### config.mk
export PLATFORM = sky130hd
export DESIGN_NAME = xillybus_stream_packer
export DESIGN_NICKNAME = d
export VERILOG_FILES = /design/src/rtl/xillybus_stream_packer.sv
export SDC_FILE = /design/constraint.sdc
export NUM_CORES = 1
export LEC_CHECK = 0
export ABC_AREA = 1
export CAP_MARGIN = 20
export CORE_MARGIN = 2
export CORE_UTILIZATION = 25
export CTS_CLUSTER_SIZE = 12
export DETAILED_ROUTE_END_ITERATION = 7
export HOLD_SLACK_MARGIN = 0.15
export PLACE_DENSITY = 0.37
export RECOVER_POWER = 100
export SKIP_LAST_GASP = 1
export SYNTH_ARGS = -nofsm -noshare
export SYNTH_HDL_FRONTEND = slang
export SYNTH_SLANG_ARGS = --single-unit
### constraint.sdc
create_clock -name bus_clk -period 7 [get_ports bus_clk]
set_input_delay 1.4 -clock bus_clk [delete_from_list [all_inputs] [get_ports bus_clk]]
set_output_delay 1.4 -clock bus_clk [all_outputs]
set_load 0.05 [all_outputs]
### src/rtl/xillybus_stream_packer.sv
// Byte-to-word loopback stage: packs the Xillybus write_8 byte stream into 32-bit words served on read_32.
// Define XILLY_PACKER_BYTE_SWAP_EN for big-endian packing (first byte in bits [31:24]).
module xillybus_stream_packer #(
  parameter int         DEPTH_LOG2 = 4,
  parameter logic [7:0] PAD_BYTE   = 8'h00
) (
  input  logic                  bus_clk,
  input  logic                  bus_rst_n,
  input  logic                  user_w_write_8_wren,
  input  logic [7:0]            user_w_write_8_data,
  output logic                  user_w_write_8_full,
  input  logic                  user_w_write_8_open,
  input  logic                  user_r_read_32_rden,
  output logic [31:0]           user_r_read_32_data,
  output logic                  user_r_read_32_empty,
  output logic                  user_r_read_32_eof,
  input  logic                  user_r_read_32_open,
  output logic [DEPTH_LOG2:0]   fill_level
);

  localparam int                DEPTH    = 1 << DEPTH_LOG2;
  localparam logic [DEPTH_LOG2:0] FILL_MAX = (DEPTH_LOG2 + 1)'(DEPTH);

  typedef enum logic [1:0] {IDLE, PACK, FLUSH, DONE} state_t;

  state_t                r_state;
  state_t                w_state_next;
  logic                  r_open_d;
  logic                  r_rd_open_d;
  logic [1:0]            r_byte_idx;
  logic [31:0]           r_word;
  logic [31:0]           r_mem [DEPTH];
  logic [DEPTH_LOG2-1:0] r_wr_ptr;
  logic [DEPTH_LOG2-1:0] r_rd_ptr;
  logic [DEPTH_LOG2:0]   r_fill;
  logic [31:0]           r_rdata;

  logic                  w_full;
  logic                  w_empty;
  logic                  w_accept;
  logic                  w_flush_push;
  logic                  w_push;
  logic                  w_pop;
  logic                  w_wr_rise;
  logic                  w_wr_fall;
  logic                  w_rd_fall;
  logic [31:0]           w_push_word;

  // Lane k of a word: bits [8k+7:8k] little-endian, [31-8k:24-8k] when byte-swapped.
  function automatic logic [31:0] put_lane(input logic [31:0] word, input logic [1:0] k,
                                           input logic [7:0] b);
    logic [31:0] w;
    w = word;
`ifdef XILLY_PACKER_BYTE_SWAP_EN
    w[8*(3-int'(k)) +: 8] = b;
`else
    w[8*int'(k) +: 8] = b;
`endif
    return w;
  endfunction

  function automatic logic [31:0] pad_word(input logic [31:0] word, input logic [1:0] n);
    logic [31:0] w;
    w = word;
    for (int k = 0; k < 4; k++) begin
      if (k >= int'(n)) w = put_lane(w, 2'(k), PAD_BYTE);
    end
    return w;
  endfunction

  assign w_full       = (r_fill == FILL_MAX) || (r_state == FLUSH);
  assign w_empty      = (r_fill == '0);
  assign w_accept     = user_w_write_8_wren && !w_full && (r_state == PACK) && user_w_write_8_open;
  assign w_flush_push = (r_state == FLUSH) && (r_fill != FILL_MAX);
  assign w_push       = (w_accept && (r_byte_idx == 2'd3)) || w_flush_push;
  assign w_pop        = user_r_read_32_rden && !w_empty;
  assign w_wr_rise    = user_w_write_8_open && !r_open_d;
  assign w_wr_fall    = !user_w_write_8_open && r_open_d;
  assign w_rd_fall    = !user_r_read_32_open && r_rd_open_d;
  assign w_push_word  = w_flush_push ? pad_word(r_word, r_byte_idx)
                                     : put_lane(r_word, r_byte_idx, user_w_write_8_data);

  assign user_w_write_8_full  = w_full;
  assign user_r_read_32_data  = r_rdata;
  assign user_r_read_32_empty = w_empty;
  assign user_r_read_32_eof   = (r_state == DONE) && w_empty;
  assign fill_level           = r_fill;

  always_ff @(posedge bus_clk or negedge bus_rst_n) begin
    if (!bus_rst_n) r_state <= IDLE;
    else            r_state <= w_state_next;
  end

  always_comb begin
    w_state_next = r_state;
    unique case (r_state)
      IDLE:  if (w_wr_rise) w_state_next = PACK;
      PACK:  if (w_wr_fall) w_state_next = (r_byte_idx != 2'd0) ? FLUSH : DONE;
      // A re-open seen while the partial word is still waiting resumes packing.
      FLUSH: if (w_flush_push) w_state_next = user_w_write_8_open ? PACK : DONE;
      DONE: begin
        if (w_wr_rise)                     w_state_next = PACK;
        else if (w_rd_fall && w_empty)     w_state_next = IDLE;
      end
      default: w_state_next = IDLE;
    endcase
  end

  always_ff @(posedge bus_clk or negedge bus_rst_n) begin
    if (!bus_rst_n) begin
      r_open_d    <= 1'b0;
      r_rd_open_d <= 1'b0;
      r_byte_idx  <= 2'd0;
      r_word      <= '0;
      r_wr_ptr    <= '0;
      r_rd_ptr    <= '0;
      r_fill      <= '0;
      r_rdata     <= '0;
    end else begin
      r_open_d    <= user_w_write_8_open;
      r_rd_open_d <= user_r_read_32_open;
      if (w_flush_push)  r_byte_idx <= 2'd0;
      else if (w_accept) r_byte_idx <= r_byte_idx + 2'd1;
      if (w_push)        r_word <= '0;
      else if (w_accept) r_word <= put_lane(r_word, r_byte_idx, user_w_write_8_data);
      if (w_push) r_wr_ptr <= r_wr_ptr + 1'b1;
      if (w_pop) begin
        r_rd_ptr <= r_rd_ptr + 1'b1;
        r_rdata  <= r_mem[r_rd_ptr];
      end
      if (w_push && !w_pop)      r_fill <= r_fill + 1'b1;
      else if (!w_push && w_pop) r_fill <= r_fill - 1'b1;
    end
  end

  always_ff @(posedge bus_clk) begin
    if (w_push) r_mem[r_wr_ptr] <= w_push_word;
  end

endmodule

==> results.tsv <==
stage	metric	value	unit
cts	CTS tree	done	
critical_path	CP endpoint kind	flip-flop	
critical_path	critical path arrival	5.36	ns
outcome	status	complete, but fails checks	
logic_synthesis	synthesized net count	2259	
cts	# hold bufs at CTS	0	
cts	H-tree levels	3	
critical_path	CP most frequent cell	nand2_1	
critical_path	maximum fanout along the worst path	20	
route	Final ANT Viol Nets	0	
finish	Area growth syn-to-layout	15.4	%
global_routing	initial antenna violation count	2	
global_routing	first-pass GRT wire length	113000	um
critical_path	worst path required time	7.18	ns
logic_synthesis	post-synthesis sequential element count	595	
global_routing	GRT met2 Usage	0.242	
logic_synthesis	proportion of synthesized chip area in sequential cells	0.692	
cts	clock tree sinks	595	
timing	final hold vios	0	
timing	Fmax achieved	0.193	GHz
logic_synthesis	Async SR Flop Fraction	0.139	
outcome	failing checks	max-capacitance violations, max-slew violations	
logic_synthesis	Syn Inst Count	2229	
critical_path	Setup crit start kind	input port	
route	final routed DRC violation total	0	
power	Static Leakage	10.9	nW
finish	fin nets	2301	
cts	Worst-path clk slew	0.05	ns
timing	Post-Route Skew	0.0258	ns
floorplan	site row count	116	
place	GPL Wtd Cong	0.731	
power	P_int	7.64	mW
route	vias per cell	4.53	
logic_synthesis	Synth Flop Type	edfxtp_1	
critical_path	dominant delay contributor by cell family on the critical path	buffers and inverters	
place	HPWL after detailed placement	46400	um
global_routing	vias in the first global route	16284	
timing	crit share post-route	0.740	
timing	hold_ws	0.473	ns
critical_path	Worst path slowest cell	nor2_1	
cts	Bufs on Longest Clock Path	3	
power	P_sw	5.07	mW
logic_synthesis	synthesized area	25200	um2
critical_path	kind of critical path	in -> reg	
timing	crit path time final	5.18	ns
floorplan	DIE AREA	103000	um2
worst_hold_path	cell depth of the worst hold path	2	
timing	Worst slew margin	-1.12	
route	routed vias	16426	
global_routing	grt peak-use layer	met2	
power	Reg power frac	0.360	
run	maxcap violations	26	
floorplan	io pins	54	
timing	final setup vio count	0	
power	sw frac	0.399	
timing	setup TNS	0	ns
floorplan	chip height	322	um
timing	Final Max Tran Viols	574	
logic_synthesis	Synth warnings	0	
global_routing	GRT met3 Usage	0.0192	
floorplan	die span in x	322	um
power	Gate power share	0.350	
route	Avg WL per Cell	21.4	um
critical_path	Worst path depth	8	
critical_path	crit-path cells	dlygate4sd3_1, nand2_1, nor2_1, nand2_1, o21ai_4, nand2_1, nor2_1, clkbuf_1	
critical_path	R2R cell count	6	
global_routing	largest net degree at the start of global routing	202	
floorplan	Starting Density	0.252	
cts	postcts setup bufs	0	
power	PwrDens	437	nW/um2
cts	worst-skew pair later-pin latency	0.60	ns
finish	share of layout cells above drive strength 1	0.0648	
floorplan	total core area	100000	um2
global_routing	GR Layer Usage met1	0.210	
worst_hold_path	Min-Delay Path Class	reg -> reg	
cts	Post-CTS Resized	0	
critical_path	Max stage delay on crit path	1.17	ns
critical_path	worst path buffer plus inverter count	2	
global_routing	gr usage total	0.150	
logic_synthesis	Post-synth EDFFs	512	
timing	Slew @ Worst Pin	3.16	ns
logic_synthesis	Syn Area/Cell	11.3	um2
route	First-pass DRT Iterations	7	
timing	RSZ-0062 raised after global routing	no	
logic_synthesis	library cells used by synthesis	36	
cts	total CTS buffers	72	
power	clock group share of total power	0.290	
route	Initial DRC Count	1075	
cts	clock root buffer master	clkbuf_16	
power	worst ir drop on vdd	0.000355	V
route	Total Wirelength	77900	um
global_routing	gr ovfl total	0	
place	Port Buffers	53	
[worst paths after layout]
path	startpoint	to	slack, ns
max	user_w_write_8_open	r_mem[12][31]	1.82
min reg2reg	user_r_read_32_data[20]	user_r_read_32_data[20]	0.47
min	user_r_read_32_data[20]	user_r_read_32_data[20]	0.47
max reg2reg	r_byte_idx[0]	r_mem[12][31]	2.06
min in group asynchronous	bus_rst_n	fill_level[4]	1.37
max in group asynchronous	bus_rst_n	user_r_read_32_data[23]	3.00
[metrics by stage]
step           total power, mW  setup WS [ns]  instance area (um2)  instances   util
2_1_floorplan             7.74           3.16                25200       2229      -
3_3_place_gp              9.34           2.47                27000       3482  0.270
3_5_place_dp              9.35           2.41                27200       3495  0.272
4_1_cts                   13.1           3.06                29600       3629  0.296
5_1_grt                   13.5           1.51                29100       3629  0.291
6_report                  12.7           1.82                29100       3630  0.291
[registers in the layout, summed over array words and instances, names as in the netlist]
signal / count
r_state: 2
fill_level: 5
r_rd_open_d: 1
user_r_read_32_data: 32
r_open_d: 1
r_wr_ptr: 4
r_byte_idx: 2
r_rd_ptr: 4
r_word: 32
r_mem: 512
[cell families (layout without fill, tap and decap cells)]
family                     count (synthesis)  in the layout  synth area share
DFF                                      595            595             0.692
other                                      0              1                 0
xor gates and xnor gates                  10             10           0.00348
buffers and inverters                    211            313            0.0486
adders and majority gates                 16             16           0.00824
AOI/OAI and AO/OA                        105            105            0.0316
and+or+nand+nor                         1292           1292             0.216
[synth_stat cells, types with 4 or more instances]
cell      count  share of area
buf_1         8         0.0012
nand4_1       7         0.0017
xor2_1        8         0.0028
inv_2         4        0.00060
nand3_1     400          0.079
nand2_2       4        0.00099
o21ai_1       8         0.0016
ha_1         15         0.0074
buf_2        50         0.0099
edfxtp_1    512           0.61
clkbuf_1     12         0.0018
buf_6        32          0.014
o22ai_2      24          0.012
o22ai_1      28         0.0070
o21ai_0      25         0.0050
o31ai_1      16         0.0048
nor2_1       27         0.0040
inv_1        72          0.011
buf_4        26         0.0077
dfrtp_1      83          0.082
nand2_1     847           0.13
[layout by cell type, fill, tap and decap left out, types with 14 or more instances in the layout]
| cell type | n |
|---|---|
| clkinv_1 | 17 |
| o21ai_0 | 33 |
| ha_1 | 15 |
| nor2_1 | 28 |
| dlygate4sd3_1 | 43 |
| edfxtp_1 | 512 |
| o22ai_2 | 20 |
| nand3_1 | 400 |
| o31ai_1 | 14 |
| dfrtp_1 | 79 |
| clkbuf_1 | 53 |
| inv_1 | 72 |
| nand2_1 | 851 |
| clkbuf_16 | 78 |
| o22ai_1 | 32 |
[area by class of cell]
| cell class | instances | area [um2] |
|---|---|---|
| Multi-Input combinational cell | 1423 | 6490 |
| Sequential cell | 595 | 17500 |
| Timing Repair Buffer | 100 | 868 |
| Inverter | 79 | 307 |
| Clock inverter | 29 | 236 |
| Antenna cell | 1 | 2.50 |
| Tap cell | 1298 | 1620 |
| Fill cell | 10239 | 70900 |
| Clock buffer | 105 | 2090 |
[power groups by stage]
stage / Combinational [mW] / Sequential [mW] / Clock [mW]
CTS: 4.72 / 4.58 / 3.80
global route: 4.94 / 4.62 / 3.92
detailed placement: 4.71 / 4.65 / 0
global placement: 4.69 / 4.65 / 0
finish: 4.45 / 4.58 / 3.68
floorplan: 2.91 / 4.82 / 0
[tightest hold or removal path, stage by stage, from the launching register on]
cell	delay, ns
dfrtp_1	0.34
nand2_1	0.05
nand2_1	0.05
[routing by layer]
| layer | up-vias | wire length [um] |
|---|---|---|
| li1 | 7787 | - |
| met4 | 0 | 1660 |
| met1 | 8208 | 36700 |
| met5 | - | 0 |
| met2 | 336 | 36400 |
| met3 | 95 | 3150 |
Power figures use the tool's default switching activity.
